File: config.mk
export PLATFORM = sky130hd
export DESIGN_NAME = uart_rx_packetizer
export DESIGN_NICKNAME = d
export VERILOG_FILES = /design/src/rtl/uart_rx_packetizer.sv
export SDC_FILE = /design/constraint.sdc
export NUM_CORES = 1
export LEC_CHECK = 0
export ABC_CLOCK_PERIOD_IN_PS = 2000
export CELL_PAD_IN_SITES_DETAIL_PLACEMENT = 1
export CELL_PAD_IN_SITES_GLOBAL_PLACEMENT = 1
export CORE_MARGIN = 2
export CORE_UTILIZATION = 40
export CTS_CLUSTER_SIZE = 30
export DETAILED_ROUTE_END_ITERATION = 7
export HOLD_SLACK_MARGIN = 0.06
export PLACE_DENSITY = 0.76
export SLEW_MARGIN = 15
export SYNTH_ARGS = -nofsm -noshare
export SYNTH_HDL_FRONTEND = slang
export SYNTH_SLANG_ARGS = --single-unit
export TNS_END_PERCENT = 50
File: constraint.sdc
create_clock -name sysclk -period 2 [get_ports sysclk]
set_input_delay 0.3 -clock sysclk [delete_from_list [all_inputs] [get_ports sysclk]]
set_output_delay 0.3 -clock sysclk [all_outputs]
set_load 0.01 [all_outputs]
File: src/rtl/uart_rx_packetizer.sv
// Purpose    : frames uart_rx byte strobes into SYNC/LEN/payload/CHK packets and holds one validated packet.
// Latency    : pkt_valid and err_pulse follow the causing strobe by one cycle; rd_data is one cycle behind rd_addr.
// Backpressure: none on the byte side; bytes arriving while a packet is held are dropped and counted in overrun_cnt.
//
// Ports:
//   sysclk, rst                 clock and synchronous active-high reset
//   rx_ready/rx_error/rx_data   per-byte strobe, parity flag and byte from uart_rx
//   pkt_valid/pkt_len           held packet present and its payload length
//   rd_addr/rd_data             registered read port into the held payload
//   pkt_ack                     consumer releases the held packet
//   err_pulse/err_code          fault strobe: 0 parity, 1 length, 2 checksum, 3 timeout
//   overrun_cnt                 saturating count of bytes dropped while holding
//   busy                        a frame is being assembled
module uart_rx_packetizer #(
  parameter int                     SYSCLK_FREQUENCY_HZ = 50_000_000,
  parameter int                     BAUDRATE            = 115_200,
  parameter int                     DATA_LENGTH         = 8,
  parameter logic [DATA_LENGTH-1:0] SYNC_BYTE           = 8'hA5,
  parameter int                     MAX_PAYLOAD         = 16,
  parameter int                     TIMEOUT_SYMBOLS     = 20,
  localparam int                    LEN_W               = $clog2(MAX_PAYLOAD + 1),
  localparam int                    ADDR_W              = (MAX_PAYLOAD > 1) ? $clog2(MAX_PAYLOAD) : 1
) (
  input  logic                   sysclk,
  input  logic                   rst,
  input  logic                   rx_ready,
  input  logic                   rx_error,
  input  logic [DATA_LENGTH-1:0] rx_data,
  output logic                   pkt_valid,
  output logic [LEN_W-1:0]       pkt_len,
  input  logic [ADDR_W-1:0]      rd_addr,
  output logic [DATA_LENGTH-1:0] rd_data,
  input  logic                   pkt_ack,
  output logic                   err_pulse,
  output logic [1:0]             err_code,
  output logic [7:0]             overrun_cnt,
  output logic                   busy
);

  localparam int TO_MAX = TIMEOUT_SYMBOLS * (SYSCLK_FREQUENCY_HZ / BAUDRATE) - 1;
  localparam int TO_W   = $clog2(TO_MAX + 1);
  // The counter reaches TO_MAX on the idle cycle where it currently holds TO_MAX-1.
  localparam logic [TO_W-1:0]        TO_FIRE = TO_W'(TO_MAX - 1);
  localparam logic [DATA_LENGTH-1:0] MAX_LEN = DATA_LENGTH'(MAX_PAYLOAD);

  localparam logic [1:0] ERR_PARITY   = 2'd0;
  localparam logic [1:0] ERR_LENGTH   = 2'd1;
  localparam logic [1:0] ERR_CHECKSUM = 2'd2;
  localparam logic [1:0] ERR_TIMEOUT  = 2'd3;

  localparam logic [2:0] HUNT    = 3'd0;
  localparam logic [2:0] LEN     = 3'd1;
  localparam logic [2:0] PAYLOAD = 3'd2;
  localparam logic [2:0] CHECK   = 3'd3;
  localparam logic [2:0] HOLD    = 3'd4;

  logic [2:0]             state;
  logic [LEN_W-1:0]       len_q;
  logic [LEN_W-1:0]       idx;
  logic [LEN_W-1:0]       idx_nxt;
  logic [DATA_LENGTH-1:0] chk;
  logic [TO_W-1:0]        tcnt;
  logic                   is_sync;
  logic [DATA_LENGTH-1:0] pkt_mem [MAX_PAYLOAD];

  assign idx_nxt = idx + 1'b1;
  assign is_sync = rx_ready && !rx_error && (rx_data == SYNC_BYTE);
  assign busy    = (state == LEN) || (state == PAYLOAD) || (state == CHECK);

  // Payload storage carries no reset; only PAYLOAD writes it, so a held packet stays frozen.
  always_ff @(posedge sysclk) begin
    if (!rst && state == PAYLOAD && rx_ready && !rx_error) begin
      pkt_mem[idx[ADDR_W-1:0]] <= rx_data;
    end
  end

  always_ff @(posedge sysclk) begin
    if (rst) begin
      rd_data <= '0;
    end else begin
      rd_data <= pkt_mem[rd_addr];
    end
  end

  always_ff @(posedge sysclk) begin
    if (rst) begin
      state       <= HUNT;
      pkt_valid   <= 1'b0;
      pkt_len     <= '0;
      err_pulse   <= 1'b0;
      err_code    <= ERR_PARITY;
      overrun_cnt <= '0;
      len_q       <= '0;
      idx         <= '0;
      chk         <= '0;
      tcnt        <= '0;
    end else begin
      err_pulse <= 1'b0;

      // Gap timer only runs between bytes of a frame in progress.
      if (rx_ready || !busy) begin
        tcnt <= '0;
      end else begin
        tcnt <= tcnt + 1'b1;
      end

      case (state)
        HUNT: begin
          if (is_sync) state <= LEN;
        end
        LEN: begin
          if (rx_ready) begin
            if (rx_error) begin
              err_pulse <= 1'b1;
              err_code  <= ERR_PARITY;
              state     <= HUNT;
            end else if (rx_data == '0 || rx_data > MAX_LEN) begin
              err_pulse <= 1'b1;
              err_code  <= ERR_LENGTH;
              state     <= HUNT;
            end else begin
              len_q <= rx_data[LEN_W-1:0];
              chk   <= rx_data;
              idx   <= '0;
              state <= PAYLOAD;
            end
          end
        end
        PAYLOAD: begin
          if (rx_ready) begin
            if (rx_error) begin
              err_pulse <= 1'b1;
              err_code  <= ERR_PARITY;
              state     <= HUNT;
            end else begin
              chk <= chk ^ rx_data;
              idx <= idx_nxt;
              if (idx_nxt == len_q) state <= CHECK;
            end
          end
        end
        CHECK: begin
          if (rx_ready) begin
            if (rx_error) begin
              err_pulse <= 1'b1;
              err_code  <= ERR_PARITY;
              state     <= HUNT;
            end else if (rx_data != chk) begin
              err_pulse <= 1'b1;
              err_code  <= ERR_CHECKSUM;
              state     <= HUNT;
            end else begin
              pkt_valid <= 1'b1;
              pkt_len   <= len_q;
              state     <= HOLD;
            end
          end
        end
        HOLD: begin
          if (pkt_ack) begin
            // A byte arriving with the ack is treated as the first HUNT byte.
            pkt_valid <= 1'b0;
            state     <= is_sync ? LEN : HUNT;
          end else if (rx_ready && overrun_cnt != 8'hFF) begin
            overrun_cnt <= overrun_cnt + 8'd1;
          end
        end
        default: state <= HUNT;
      endcase

      // A byte in the expiry cycle takes precedence, so only idle cycles can time out.
      if (busy && !rx_ready && tcnt == TO_FIRE) begin
        err_pulse <= 1'b1;
        err_code  <= ERR_TIMEOUT;
        state     <= HUNT;
      end
    end
  end

endmodule

# == After elaboration in Yosys (flattened, before gate mapping) ==
# Memory sizes are Yosys's and may differ from the RTL's. A register that Yosys moved wholly into a read port is not among the register bits.
# Cells that the tools add are included.
# totals
in_bits,17
ram_bits,128
out_inout_bits,26
word_cells,128
reg_bits,52
mem_count,1
# op_classes
magnitude_cmp,1
n_reduce_logical,30
n_bitwise,5
eq_ne,26
addsub,3
n_mux,52
# memory_table
name,words,word_bits,rd,rd_ports_with_merged_regs,wr,line_no,source
pkt_mem,16,8,1,1,1,64,logic [DATA_LENGTH-1:0] pkt_mem [MAX_PAYLOAD];
# ops
cell,n
8-bit 2-to-1 mux,5
3-bit 2-to-1 mux,9
5-bit 2-to-1 mux,5
2-bit 2-to-1 mux,11
2-bit != test (second input constant),10
1-bit 2-to-1 mux,16
8-bit case mux with 2 select lines,1
3-bit by 2-bit != test with 1-bit output (second input constant),5
3-bit case mux with 5 select lines,1
14-bit by 1-bit adder with 14-bit output (second input constant),1
14-bit == test (second input constant),1
6-bit AND reduction,2
5-bit case mux with 2 select lines,1
8-bit by 1-bit adder with 8-bit output (second input constant),1
8-bit == test (second input constant),1
8-bit by 5-bit > comparator with 1-bit output (second input constant),1
1-bit logical AND,8
8-bit logical NOT,1
4-bit by 2-bit != test with 1-bit output (second input constant),2
8-bit != test,1
8-bit != test (second input constant),1
4-bit AND reduction,2
8-bit XOR,1
7-bit AND reduction,1
other kinds (17),29

# == Logic depth before layout (Yosys ltp) ==
# Gate-level depths: netlist of the first run.
# logic_depth
depth_word,7
mapped_depth,7
ltp_nobuf,7

# == Least setup slack after synthesis of the first run ==
# OpenSTA, ideal clock, no wires.
# synth_timing
path_kind,register to register
from,register state[1]
to,"memory pkt_mem[3][0], enable pin"
required_time_ns,1.617
arrival_time_ns,1.776
period_less_slack_ns,2.160
setup_slack_ns,-0.160
path_stages_with_launch,7
setup_time_ns,0.383
path_buffers,1
path_cell_list,dfxtp_1 -> buf_2 -> inv_1 -> nor4_1 -> and3b_1 -> nand2_1 -> nor3_1
# synth_between
elab_chain_len,6
# synth_lines
element,line_no,source
"start, declared",57,logic [2:0] state;
"start signal, assigned",163,state <= is_sync ? LEN : HUNT;
3-bit by 2-bit == test with 1-bit output,72,if (!rst && state == PAYLOAD && rx_ready && !rx_error) begin
1-bit logical AND (3 in a row),72,
1-bit 2-to-1 mux,72,
1-bit 2-to-1 mux (not written as such),73,pkt_mem[idx[ADDR_W-1:0]] <= rx_data;
"end, declared",64,
# Every way passes these cells.

# == Worst setup path in the final report of the first run ==
# layout_timing
from,input rx_data[4]
to,register state[1]
# layout_between
elab_chain_len,6
elab_cells_between_ends,11
classes_between,order compare (1); eq/ne (2); mux (4); reduce/logical (4)
# layout_lines
element,line_no,source
"start, declared",28,"input logic [DATA_LENGTH-1:0] rx_data,"
8-bit by 5-bit > comparator with 1-bit output / 8-bit logical NOT (equally long branches),117,end else if (rx_data == '0 || rx_data > MAX_LEN) begin
1-bit logical OR,117,
2-bit 2-to-1 mux,117,
2-bit 2-to-1 mux,113,if (rx_error) begin
3-bit 2-to-1 mux,112,if (rx_ready) begin
3-bit case mux with 5 select lines,107,case (state)
# Several ways; a longest one is shown, not always the timed one. The select of a mux whose other input is x is not followed.
# A chain may end at the register's enable or synchronous reset.

==> results of run 1 <==
## cells in the final DEF, fill, tap and decap left out, types with 6 or more instances in the layout
master,netlist,layout
edfxtp_1,128,128
inv_1,6,6
xor2_1,18,18
buf_4,1,64
clkbuf_16,0,17
dfxtp_1,60,59
nor2_1,52,50
nor2b_1,10,10
a21oi_1,16,16
nand2b_1,8,8
nor3_1,12,11
clkinv_8,0,9
ha_1,7,7
mux2i_1,13,13
xnor2_1,14,14
a311oi_1,7,7
nand3_1,16,16
nand2_1,25,25
clkdlybuf4s50_1,0,38
mux4_2,40,40
o21ai_0,8,8
## cell usage after synthesis, types with 3 or more instances
library cell    n  area, um2
edfxtp_1      128       3840
dfxtp_1        60       1200
nor2_1         52        195
mux4_2         40        901
nand2_1        25       93.8
xor2_1         18        158
clkbuf_1       17       63.8
a21oi_1        16       80.1
nand3_1        16       80.1
xnor2_1        14        123
mux2i_1        13        130
nor3_1         12       60.1
nor2b_1        10       62.6
nand2b_1        8       50.1
o21ai_0         8       40.0
a311oi_1        7       61.3
ha_1            7       87.6
inv_1           6       22.5
a31oi_1         5       31.3
nand4b_1        5       43.8
buf_1           4       15.0
nand3b_1        4       30.0
a41oi_1         3       26.3
buf_2           3       15.0
buf_6           3       33.8
nor4_1          3       18.8
o211ai_1        3       22.5
or3_1           3       18.8
## final timing paths
check / to / cells past startpoint / slack (ns)
worst min-delay path: len_q[1]$_SDFFE_PP0P_ / 3 / 0.39
worst max-delay path: state[1]$_SDFFE_PP0P_ / 7 / 0.04
worst min register to register: tcnt[0]$_SDFF_PP0_ / 1 / 0.49
worst max register to register: err_code[1]$_SDFFE_PP0P_ / 6 / 0.10
## power by group
group          internal [mW]  switching [mW]  total [mW]
combinational          0.254           0.265       0.519
sequential              4.17          0.0345        4.21
clock                   1.74            1.78        3.52
total                   6.17            2.08        8.24
## critical path, stage by stage
cell and delay, ns:
clkdlybuf4s50_1 0.57, nor4b_4 0.44, buf_4 0.18, nand3_1 0.08, a211o_1 0.30, a21oi_1 0.21
mux2i_1 0.24
## cell families (layout without fill, tap and decap cells)
logic type,Yosys count,in the layout
DFF,188,188
adders and majority gates,7,7
muxes,54,54
buffers and inverters,34,150
and+or+nand+nor,159,159
AOI/OAI and AO/OA,53,53
xor gates and xnor gates,32,32
## state kept, by name (all words and copies together) (netlist names)
signal,count
chk,8
pkt_mem,128
err_code,2
len_q,5
idx,5
pkt_valid,1
err_pulse,1
state,3
overrun_cnt,8
pkt_len,5
tcnt,14
rd_data,8
## routing by layer
layer	wire (um)	vias to the layer above	GRT usage
met3	1000	29	0.0413
met2	9980	139	0.347
li1	-	2222	-
met5	0	-	0
met1	8610	2497	0.263
met4	372	0	0.0764
## cell type report
cell class                      count  area, um2
Sequential cell                   188       5050
Timing Repair Buffer              112       1000
Inverter                            6       22.5
Fill cell                        1909       9600
Clock inverter                     15        220
Multi-Input combinational cell    305       2690
Clock buffer                       17        425
Tap cell                          265        332
## what timing repair did
item | CTS | global route
resized for setup | 4 | 9
buffers inserted | 0 | 0
setup endpoints to repair | 3 | 115
hold buffers | 0 | 0
==> metrics.md, run 1 <==
| Metric | Value |
|---|---|
| Mux contribution to synthesized area | 0.133 |
| CTS buffer count | 17 |
| DRC Markers | 0 |
| Cell variety after synth | 56 |
| Fmax | between 0.5 and 0.6 GHz |
| Vias | ~5000 |
| Clock Latency Late Sink | about 0.44 ns |
| Synth warn | 0 |
| Final setup fails | 0 |
| Synth Area in Adders | 0.0112 |
| Synth Area in Simple Gates | 0.109 |
| Worst setup path class | in -> reg |
| Top Ports | 43 |
| Crit path from | rx_data[4] |
| Routability cong. | 0.822 |
| Final nets | between 600 and 700 |
| Ys flop type | edfxtp_1 |
| Fin cells | ~910 |
| Period minus WS final | approximately 2.0 ns |
| Final hold viol count | 0 |
| CP required | ~2.4 ns |
| First-pass GRT wire length | slightly above 30000 um |
| Port bufs | between 40 and 50 |
| Post-Syn Area | around 0.0078 mm2 |
| CTS tree | yes |
| Mapped Avg Cell Area | about 15 um2 |
| Initial core utilization | 0.405 |
| Post-DP HPWL | 13900 um |
| CTS Sinks | 188 |
| Register area share after synthesis | 0.644 |
| Crit path DAT | 2.33 ns |
| Final antenna-violating net count | 0 |
| H-tree depth | 4 |
| FF-to-FF Start | state[2]$_SDFFE_PP0P_ |
| Die area | 0.0207 mm2 |
| Max Root-Sink Buffers | 2 |
| Layout cells sized above 1 | 0.257 |
| Startpoint types | primary input |
| PnR Total Power | about 8.2 mW |
| Area growth syn-to-layout | 24.3% |
| Worst slack at placement | -0.660 ns |
| Worst slew margin | 0.628 |
| Post-placement cell area | roughly 0.009 mm2 |
| Async S/R FF share, synth | 0 |
| Max FO, Critical Path | 4 |
| Lkg Pwr | between 3 and 4 nW |
| Core Area | 0.0193 mm2 |
| Total wire length | between 15000 and 20000 um |
| Antenna diode count | 0 |
| Register bit total from synthesis | 188 |
| Pre-antenna DRT Iters | 5 |
| Dpl cells | 876 |
| Vias in the first global route | ~5400 |
| Hold Startpoint | rx_data[1] |
| Post-synthesis xor/xnor area fraction | 0.0358 |
| Drt via density | 5.38 |
| Initial antenna violation count | 0 |
| Post-Syn Instances | between 500 and 600 |
| Root Driver | clkbuf_16 |
| Die W | about 140 um |
| Largest net degree at the start of global routing | around 50 |
| Gr usage total | 0.206 |
| Final worst setup slack | ~0.042 ns |
| Post-synth EDFFs | about 130 |
| Max Slew Vio Count | 0 |
| Worst hold slack | ~0.4 ns |
| DR WL/cell | 22.0 um |
| Final core utilization | 0.504 |
| Critical path endpoint category | register |
| Clock Skew | roughly 0.016 ns |
| Worst min path class | in -> reg |
| Post-synthesis compound-gate area fraction | 0.0470 |
| Global route overflow | 0 |
| Vert. Die Dim | approximately 140 um |
| # rows | 51 |
| Setup TNS | 0 ns |
| VDD IR-drop max | approximately 0.53 mV |
| Max-Cap Viols | 0 |
| Pwr dens | ~850 mW/mm2 |
| Final non-filler cell area | approximately 0.0097 mm2 |
| DRT iter0 DRCs | ~320 |
| Outcome | finished clean |
| Synthesized Nets | about 550 |
| Worst slew pin tran | 0.558 ns |
| Final period utilization | 0.979 |
| Worst-path clk slew | roughly 0.08 ns |
| Largest family of logic cells by synthesized area | multiplexers |
Note: power is estimated with default switching activity, not from simulation.
==> inputs of run 2 (changes only) <==
--- a/config.mk
+++ b/config.mk
@@ -5,6 +5,7 @@
 export SDC_FILE = /design/constraint.sdc
 export NUM_CORES = 1
 export LEC_CHECK = 0
+export ABC_AREA = 1
 export ABC_CLOCK_PERIOD_IN_PS = 2000
 export CELL_PAD_IN_SITES_DETAIL_PLACEMENT = 1
 export CELL_PAD_IN_SITES_GLOBAL_PLACEMENT = 1
@@ -13,7 +14,7 @@
 export CTS_CLUSTER_SIZE = 30
 export DETAILED_ROUTE_END_ITERATION = 7
 export HOLD_SLACK_MARGIN = 0.06
-export PLACE_DENSITY = 0.76
+export PLACE_DENSITY = 0.79
 export SLEW_MARGIN = 15
 export SYNTH_ARGS = -nofsm -noshare
 export SYNTH_HDL_FRONTEND = slang
==> constraint.sdc (replaced) <==
create_clock -name sysclk -period 2 [get_ports sysclk]
set_input_delay 0.4 -clock sysclk [delete_from_list [all_inputs] [get_ports sysclk]]
set_output_delay 0.4 -clock sysclk [all_outputs]
set_load 0.01 [all_outputs]
==> metrics.md, run 2 <==
| Metric | Value |
|---|---|
| Cell family with most CP delay | buffers and inverters |
| Mapped Avg Cell Area | just over 10 um2 |
| Post-placement cell area | about 0.0092 mm2 |
| Max reg flops | 128 |
| H-tree depth | 4 |
| Hold Startpoint | pkt_len[2]$_SDFFE_PP0P_ |
| Post-synth EDFFs | about 130 |
| Dpl cells | ~1100 |
| Post-synth top area cell | edfxtp_1 |
| Cell variety after synth | 42 |
| Startpoint types | register |
| WHS Path Cells | 2 |
| Fin cells | approximately 1200 |
| Post-DP HPWL | around 15000 um |
| Setup TNS | 0 ns |
| CTS buffer count | 17 |
| DRT iter0 DRCs | 365 |
| Vert. Die Dim | 146 um |
| Crit path DAT | about 1.5 ns |
| Final worst setup slack | about 0.063 ns |
| CP required | approximately 1.6 ns |
| VDD IR-drop max | ~0.63 mV |
| Global route overflow | 0 |
| DRC Markers | 0 |
| Yosys top cell area share | 0.477 |
| Vias | 6232 |
| FF-to-FF End | pkt_mem[10][6]$_DFFE_PP_ |
| Most frequent cells in the layout | edfxtp_1, nor2_1, o21ai_0 |
| Total wire length | around 22000 um |
| Worst slack at placement | -0.229 ns |
| CTS Sinks | around 190 |
| CTS tree | yes |
| CP max stage delay | 0.60 ns |
| Ys flop type | edfxtp_1 |
| CP max-delay cell | clkdlybuf4s50_1 |
| First-pass GRT wire length | between 30000 and 40000 um |
| Area growth syn-to-layout | 22.5% |
| Max Root-Sink Buffers | 2 |
| Vias in the first global route | roughly 6500 |
| Core Area | slightly below 0.02 mm2 |
| Initial antenna violation count | 0 |
| Pre-antenna DRT Iters | 7 |
| Antenna diode count | 0 |
| DR WL/cell | 19.0 um |
| RSZ-0062 raised after global routing | yes |
| Async S/R FF share, synth | 0 |
| CP bufs+invs | 1 |
| Clock Latency Late Sink | approximately 0.44 ns |
| Register area share after synthesis | 0.626 |
| Port bufs | 42 |
| Die area | 0.0213 mm2 |
| Lkg Pwr | 3.46 nW |
| Drt via density | around 5.4 |
| Layout cells sized above 1 | 0.149 |
| Routability cong. | about 0.84 |
| Period minus WS final | ~1.9 ns |
| Max FO, Critical Path | 6 |
| Synth warn | 0 |
| R2R Setup Slk | 0.10 ns |
| # rows | 51 |
| Worst hold slack | between 0.4 and 0.5 ns |
| Largest net degree at the start of global routing | 41 |
| Worst-path clk slew | 0.08 ns |
| Postcts setup bufs | 0 |
| Max Slew Vio Count | 0 |
| Worst r2r path cells | 7 |
| Synthesized Nets | 810 |
| Register bit total from synthesis | 188 |
| Die W | roughly 150 um |
| Top Ports | 43 |
| Outcome | finished clean |
| Gr usage total | 0.213 |
| Root Driver | clkbuf_16 |
| Worst min path class | reg -> reg |
| PnR Total Power | between 9 and 10 mW |
| Worst slew margin | 0.722 |
| Worst slew pin tran | 0.413 ns |
| Critical path endpoint category | output pin |
| # hold bufs at CTS | 0 |
| Worst hold path endpoint | pkt_len[2]$_SDFFE_PP0P_ |
| Synth top area cells | edfxtp_1, dfxtp_1, o21ai_0 |
| Final period utilization | 0.969 |
| Post-Syn Instances | 786 |
| Pwr dens | between 900 and 1000 mW/mm2 |
| FF-to-FF Start | state[1]$_SDFFE_PP0P_ |
| Final nets | about 900 |
| CP Cell Sequence | clkdlybuf4s50_1 |
| Commonest non-fill, non-tap cell in the layout | edfxtp_1 |
| Post-synth top cells | edfxtp_1, nor2_1, o21ai_0, nand2_1, inv_1 |
| Final hold viol count | 0 |
| Final antenna-violating net count | 0 |
| Top-count cell post-synth | edfxtp_1 |
| Final non-filler cell area | roughly 0.0099 mm2 |
| Worst setup path class | reg -> out |
| Max-Cap Viols | 0 |
| Post-Syn Area | roughly 0.0081 mm2 |
| Clock Skew | approximately 0.017 ns |
| Crit path from | overrun_cnt[2]$_SDFFE_PP0P_ |
| Final setup fails | 0 |
| Final core utilization | 0.504 |
| Fmax | slightly above 0.5 GHz |
| Initial core utilization | 0.412 |
-- run 2: power breakdown --
| group | leakage (nW) | internal [mW] | switching (mW) |
|---|---|---|---|
| clock network | 0.312 | 1.94 | 1.66 |
| registers | 1.64 | 4.24 | 0.0746 |
| logic | 1.51 | 0.461 | 0.706 |
| total | 3.46 | 6.64 | 2.44 |
-- run 2: how the worst max path moves through the flow --
stage / endpoint / slack (ns) / depth (start not counted)
2_1_floorplan: pkt_mem[12][0]$_DFFE_PP_ / 0.18 / 7
3_3_place_gp: err_code[0]$_SDFFE_PP0P_ / -0.17 / 9
3_5_place_dp: pkt_mem[8][4]$_DFFE_PP_ / -0.23 / 7
4_1_cts: overrun_cnt[2] / 0.06 / 1
5_1_grt: pkt_mem[14][4]$_DFFE_PP_ / -0.03 / 7
6_report: overrun_cnt[2] / 0.06 / 1
-- run 2: cells by family (layout without fill, tap and decap cells) --
logic type                 after synthesis  in the layout  share of synthesized area
xor gates and xnor gates                 9              9                    0.00978
buffers and inverters                  105            209                     0.0540
AOI/OAI and AO/OA                      194            194                      0.139
DFF                                    188            188                      0.626
and+or+nand+nor                        283            283                      0.160
adders and majority gates                7              7                     0.0109
-- run 2: cell type report --
cell class	instances	area (um2)
fillers	2171	9710
flip-flops and latches	188	5050
multi-input cells	493	2590
repair buffers	105	987
clock buffers	17	425
well taps	265	332
inverters	72	275
clock inverters	15	216
-- run 2: repair_timing --
item	CTS	global route
endpoints found under the setup margin	1	16
gates resized for setup	2	4
cloned	0	0
-- run 2: routing by layer --
| layer | global-route usage | wire [um] | vias up |
|---|---|---|---|
| met2 | 0.374 | 11100 | 158 |
| met3 | 0.0379 | 902 | 35 |
| met5 | 0 | 0 | - |
| met1 | 0.263 | 9400 | 3092 |
| met4 | 0.0770 | 515 | 0 |
| li1 | - | - | 2947 |
==> variant 1: new RTL, flow settings as in run 2 <==
The parameter `BAUDRATE` goes from 115_200 to 230_400.
--- a/src/rtl/uart_rx_packetizer.sv
+++ b/src/rtl/uart_rx_packetizer.sv
@@ -15,3 +15,3 @@
   parameter int                     SYSCLK_FREQUENCY_HZ = 50_000_000,
-  parameter int                     BAUDRATE            = 115_200,
+  parameter int                     BAUDRATE            = 230_400,
   parameter int                     DATA_LENGTH         = 8,
Function: same outputs for any inputs over 4 cycles, from zero or initial values and one cycle with rst high; that may be too few to reach the edited logic, so the function may still have changed.
==> variant 1 against run 2 <==
- clock power decreased by 6.7%
- register-to-register slack gained 0.16 ns
- core utilization decreased by 0.52 points
- total power decreased by 2.4%
- worst setup slack improved by 0.13 ns
- synthesized cell count down 1.5%
- routed wire length is 3.0% higher
- synthesized area down 1.3%
- sequential cell count fell by 1
- worst hold slack lost 0.0018 ns
- critical path depth is 9 higher
- design area shrank 1.4%
- sequential share of layout area grew 0.51 points
==> variant 1: results (changes against run 2) <==
- Largest net degree at the start of global routing: 65 (was 41)
- Layout cell share with drive strength beyond 1: 0.150 (was 0.149)
- R2R Path End: pkt_mem[3][1]$_DFFE_PP_ (was pkt_mem[10][6]$_DFFE_PP_)
- Vias in the first global route: 6615 (was 6494)
- Post-route cell area: 9740 sq um (was 9880 sq um)
- Met1 wire length: 9100 um (was 9400 um)
- Leading post-synthesis cells by cell area: edfxtp_1, dfxtp_1, o21ai_0 (unchanged)
- Critical path startpoint: rx_data[6] (was overrun_cnt[2]$_SDFFE_PP0P_)
- Mapped cell area: 7960 sq um (was 8060 sq um)
- Clock power frac: 0.379 (was 0.396)
- Metal2 WL: 11600 um (was 11100 um)
- CP Data Arrival Time: 2.14 ns (was 1.54 ns)
- Non-clk buf share: 0.102 (was 0.0999)
- Sw Ratio: 0.280 (was 0.269)
- Outcome: finished, final reports clean (unchanged)
- Nets: 893 (was 901)
- Placer congestion estimate: 0.866 (was 0.839)
- Multiplexer share of the synthesized area: 0 (unchanged)
- Syn Nets: 798 (was 810)
- Antenna violations before repair: 1 (was 0)
- Initial DRT Pass Iterations: 4 (was 7)
- Seq/Total Area, Yosys: 0.631 (was 0.626)
- Reg2Reg Setup Slack: 0.26 ns (was 0.10 ns)
- Starting DRT DRC Count: 330 (was 365)
- Yosys top cell area share: 0.483 (was 0.477)
- Worst Path Max Fanout: 17 (was 6)
- Gr usage total: 0.221 (was 0.213)
- First-pass GRT wire length: 36100 um (was 35300 um)
- Slowest cell on crit path: clkdlybuf4s50_1 (unchanged)
- Layout clock area frac: 0.0616 (was 0.0650)
- Hpwl dp: 15500 um (was 15100 um)
- Most frequent cells after synthesis: edfxtp_1, nor2_1, o21ai_0, nand2_1, inv_1 (unchanged)
- Placed cells: 1115 (was 1123)
- Relative slew slack: 0.768 (was 0.722)
- Post-Place Worst Slack: -0.265 ns (was -0.229 ns)
- Buffers outside the clock class: 109 (was 105)
- Leakage power: 3.43 nW (was 3.46 nW)
- DR vias/cell: 5.37 (was 5.40)
- Fraction of area in registers: 0.516 (was 0.511)
- #MultiIn Comb: 483 (was 493)
- Diodes inserted: 1 (was 0)
- R2R cell count: 6 (was 7)
- Routed WL: 22600 um (was 21900 um)
- Detail Route met3 WL: 1130 um (was 902 um)
- Placed instance area: 9130 sq um (was 9230 sq um)
- Max VDD drop: 0.580 mV (was 0.632 mV)
- Multi-input combinational area share: 0.259 (was 0.262)
- XOR/XNOR Fraction of Synth Area: 0.0110 (was 0.00978)
- Post-synth cell types: 40 (was 42)
- CP max stage delay: 0.56 ns (was 0.60 ns)
- End of the critical path: state[2]$_SDFFE_PP0P_ (was overrun_cnt[2])
- Inverters: 71 (was 72)
- Fillcell total: 2190 (was 2171)
- Skew final: 0.0141 ns (was 0.0165 ns)
- Critical R2R Launch: state[2]$_SDFFE_PP0P_ (was state[1]$_SDFFE_PP0P_)
- Post-Synth Adder-Cell Area: 0.0110 (was 0.0109)
- Post-cts repair resize count: 5 (was 2)
- Synth Instances: 774 (was 786)
==> variant 1: how the worst min path moves through the flow <==
| stage | start | to | slack, ns | depth (start not counted) |
|---|---|---|---|---|
| after floorplan | chk[7]$_SDFFE_PP0P_ | chk[7]$_SDFFE_PP0P_ | 0.44 | 2 |
| after global placement | pkt_len[4]$_SDFFE_PP0P_ | pkt_len[4]$_SDFFE_PP0P_ | 0.44 | 2 |
| after detailed placement | pkt_len[0]$_SDFFE_PP0P_ | pkt_len[0]$_SDFFE_PP0P_ | 0.45 | 2 |
| after CTS | pkt_len[1]$_SDFFE_PP0P_ | pkt_len[1]$_SDFFE_PP0P_ | 0.46 | 2 |
| after global routing | pkt_len[4]$_SDFFE_PP0P_ | pkt_len[4]$_SDFFE_PP0P_ | 0.48 | 2 |
| final | pkt_len[2]$_SDFFE_PP0P_ | pkt_len[2]$_SDFFE_PP0P_ | 0.45 | 2 |
==> variant 2: new RTL, settings of run 2 <==
Made on the original files. Register the output `overrun_cnt` once more, cleared by the reset; this adds one clock of latency there. The other outputs are not delayed to match.
--- a/src/rtl/uart_rx_packetizer.sv
+++ b/src/rtl/uart_rx_packetizer.sv
@@ -56,2 +56,4 @@
 
+  logic [7:0] overrun_cnt_s0;
+
   logic [2:0]             state;
@@ -91,3 +93,3 @@
       err_code    <= ERR_PARITY;
-      overrun_cnt <= '0;
+      overrun_cnt_s0 <= '0;
       len_q       <= '0;
@@ -163,4 +165,4 @@
             state     <= is_sync ? LEN : HUNT;
-          end else if (rx_ready && overrun_cnt != 8'hFF) begin
-            overrun_cnt <= overrun_cnt + 8'd1;
+          end else if (rx_ready && overrun_cnt_s0 != 8'hFF) begin
+            overrun_cnt_s0 <= overrun_cnt_s0 + 8'd1;
           end
@@ -179,2 +181,10 @@
 
+  always_ff @(posedge sysclk) begin
+    if (rst) begin
+      overrun_cnt <= '0;
+    end else begin
+      overrun_cnt <= overrun_cnt_s0;
+    end
+  end
+
 endmodule
Function: changed (Yosys sat finds a counterexample within 10 cycles, from zero or initial values and one cycle with rst high).
==> variant 2 against run 2 <==
- worst setup slack gained 0.047 ns
- sequential cell count increased by 8
- total power grew 0.56%
- first-iteration DRC count decreased by 8.5%
- routed wire length grew 0.22%
- clock power fell by 3%
- sequential power up 3%
- maximum frequency increased by 2.5%
- clock skew grew 0.0013 ns
- worst hold slack gained 0.0077 ns
- synthesized area up 2.3%
- design area is 0.87% higher
- largest cell class unchanged
==> variant 2: results (changes against run 2) <==
- Placed cells: 1141 (was 1123)
- Critical path startpoint: state[2]$_SDFFE_PP0P_ (was overrun_cnt[2]$_SDFFE_PP0P_)
- CTS root buffer: clkbuf_16 (unchanged)
- Leading post-synthesis cells by cell area: edfxtp_1, dfxtp_1, nor2_1 (was edfxtp_1, dfxtp_1, o21ai_0)
- Worst Path Max Fanout: 8 (was 6)
- Largest net degree at the start of global routing: 65 (was 41)
- DR top layer: met4 (unchanged)
- Most used DFF post-synth: edfxtp_1 (unchanged)
- Initial DRT Pass Iterations: 4 (was 7)
- Sw power: 0.00259 W (was 0.00244 W)
- Post-synth cell types: 39 (was 42)
- Placed instance area: 9330 sq um (was 9230 sq um)
- Grt met3 use: 0.0404 (was 0.0379)
- Antenna violations before repair: 0 (unchanged)
- Synth Instances: 802 (was 786)
- Routed WL: 22000 um (was 21900 um)
- XOR/XNOR Fraction of Synth Area: 0.00956 (was 0.00978)
- Metal2 WL: 11200 um (was 11100 um)
- Skew final: 0.0178 ns (was 0.0165 ns)
- First-pass GRT wire length: 34400 um (was 35300 um)
- Reg2Reg Setup Slack: ~0.11 ns
- CP Data Arrival Time: 2.03 ns (was 1.54 ns)
- Syn Nets: 826 (was 810)
- DR vias/cell: 5.32 (was 5.40)
- Hold path depth: 2 (unchanged)
- Placer congestion estimate: 0.800 (was 0.839)
- CP delay by family, top: simple AND/OR/NAND/NOR gates (was buffers and inverters)
- Most frequent cells after synthesis: edfxtp_1, nor2_1, nand2_1, o21ai_0, dfxtp_1 (was edfxtp_1, nor2_1, o21ai_0, nand2_1, inv_1)
- Slowest cell on crit path: dfxtp_1 (was clkdlybuf4s50_1)
- Synth Area in Compound Gates: 0.140 (was 0.139)
- Vias in the first global route: 6421 (was 6494)
- CP max stage delay: 0.33 ns (was 0.60 ns)
- Worst slew pin tran: 0.444 ns (was 0.413 ns)
- Critical R2R Launch: state[2]$_SDFFE_PP0P_ (was state[1]$_SDFFE_PP0P_)
- Starting DRT DRC Count: 334 (was 365)
- Grt met1 use: 0.262 (was 0.263)
- Yosys Warn Count: 0 (unchanged)
- Leakage power: 3.51 nW (was 3.46 nW)
- Hpwl dp: 15000 um (was 15100 um)
- Gr usage total: 0.207 (was 0.213)
- Diodes inserted: 0 (unchanged)
- Seq/Total Area, Yosys: 0.631 (was 0.626)
- Ys async rst share: 0 (unchanged)
- End of the critical path: pkt_mem[2][0]$_DFFE_PP_ (was overrun_cnt[2])
- Met2 Track Usage GR: 0.358 (was 0.374)
- Via count: 6241 (was 6232)
- Layout cell share with drive strength beyond 1: 0.153 (was 0.149)
- Nets: 914 (was 901)
- Seq pwr share: 0.489 (was 0.475)
- Max VDD drop: 0.607 mV (was 0.632 mV)
- P_clk: 0.00348 W (was 0.00360 W)
- Outcome: finished, final reports clean (unchanged)
- Detail Route met3 WL: 924 um (was 902 um)
- Met1 wire length: 9530 um (was 9400 um)
- Post-Synth Adder-Cell Area: 0.0106 (was 0.0109)
- CTS Buffer Depth: 2 (unchanged)
- R2R cell count: 8 (was 7)
- EDFF count, synth: 128 (unchanged)
-- variant 2: changes by cell type in the layout (fill, tap and decap cells not counted), sizes merged, moves of 3 or more --
cell,run 2,this run
clkinv,9,6
o21ai,105,101
dfxtp,60,68
nor3,16,11
nor2,126,136
nand2,88,95
a21oi,44,54
-- variant 2: final cells by class --
| cell class | count | area, sq um |
|---|---|---|
| clock buffer | 17 | 425 |
| clock inverter | 15 | 193 |
| fill | 2245 | 10300 |
| inverter | 68 | 260 |
| multi-input combinational | 503 | 2600 |
| sequential | 196 | 5220 |
| tap | 270 | 338 |
| timing repair buffer | 104 | 930 |
-- variant 2: per-stage QoR --
step	total power (W)	setup WS [ns]	hold WS, ns
after floorplan	0.00528	0.159	0.430
after global placement	0.00568	-0.182	0.444
after detailed placement	0.00573	-0.290	0.454
after CTS	0.00921	0.121	0.464
after global routing	0.00948	0.0307	0.482
final	0.00913	0.109	0.461
-- variant 2: how the worst min path moves through the flow --
stage	startpoint	endpoint	slack, ns
6_report	chk[3]$_SDFFE_PP0P_	chk[3]$_SDFFE_PP0P_	0.46
3_3_place_gp	chk[2]$_SDFFE_PP0P_	chk[2]$_SDFFE_PP0P_	0.44
3_5_place_dp	chk[3]$_SDFFE_PP0P_	chk[3]$_SDFFE_PP0P_	0.45
4_1_cts	chk[3]$_SDFFE_PP0P_	chk[3]$_SDFFE_PP0P_	0.46
2_1_floorplan	tcnt[0]$_SDFF_PP0_	tcnt[0]$_SDFF_PP0_	0.43
5_1_grt	chk[2]$_SDFFE_PP0P_	chk[2]$_SDFFE_PP0P_	0.48
-- variant 2: timing repair --
| item | in CTS | in global routing |
|---|---|---|
| gates resized for setup | 5 | 3 |
| setup endpoints to repair | 1 | 2 |
| hold buffers | 0 | 0 |
| gates cloned | 0 | 0 |
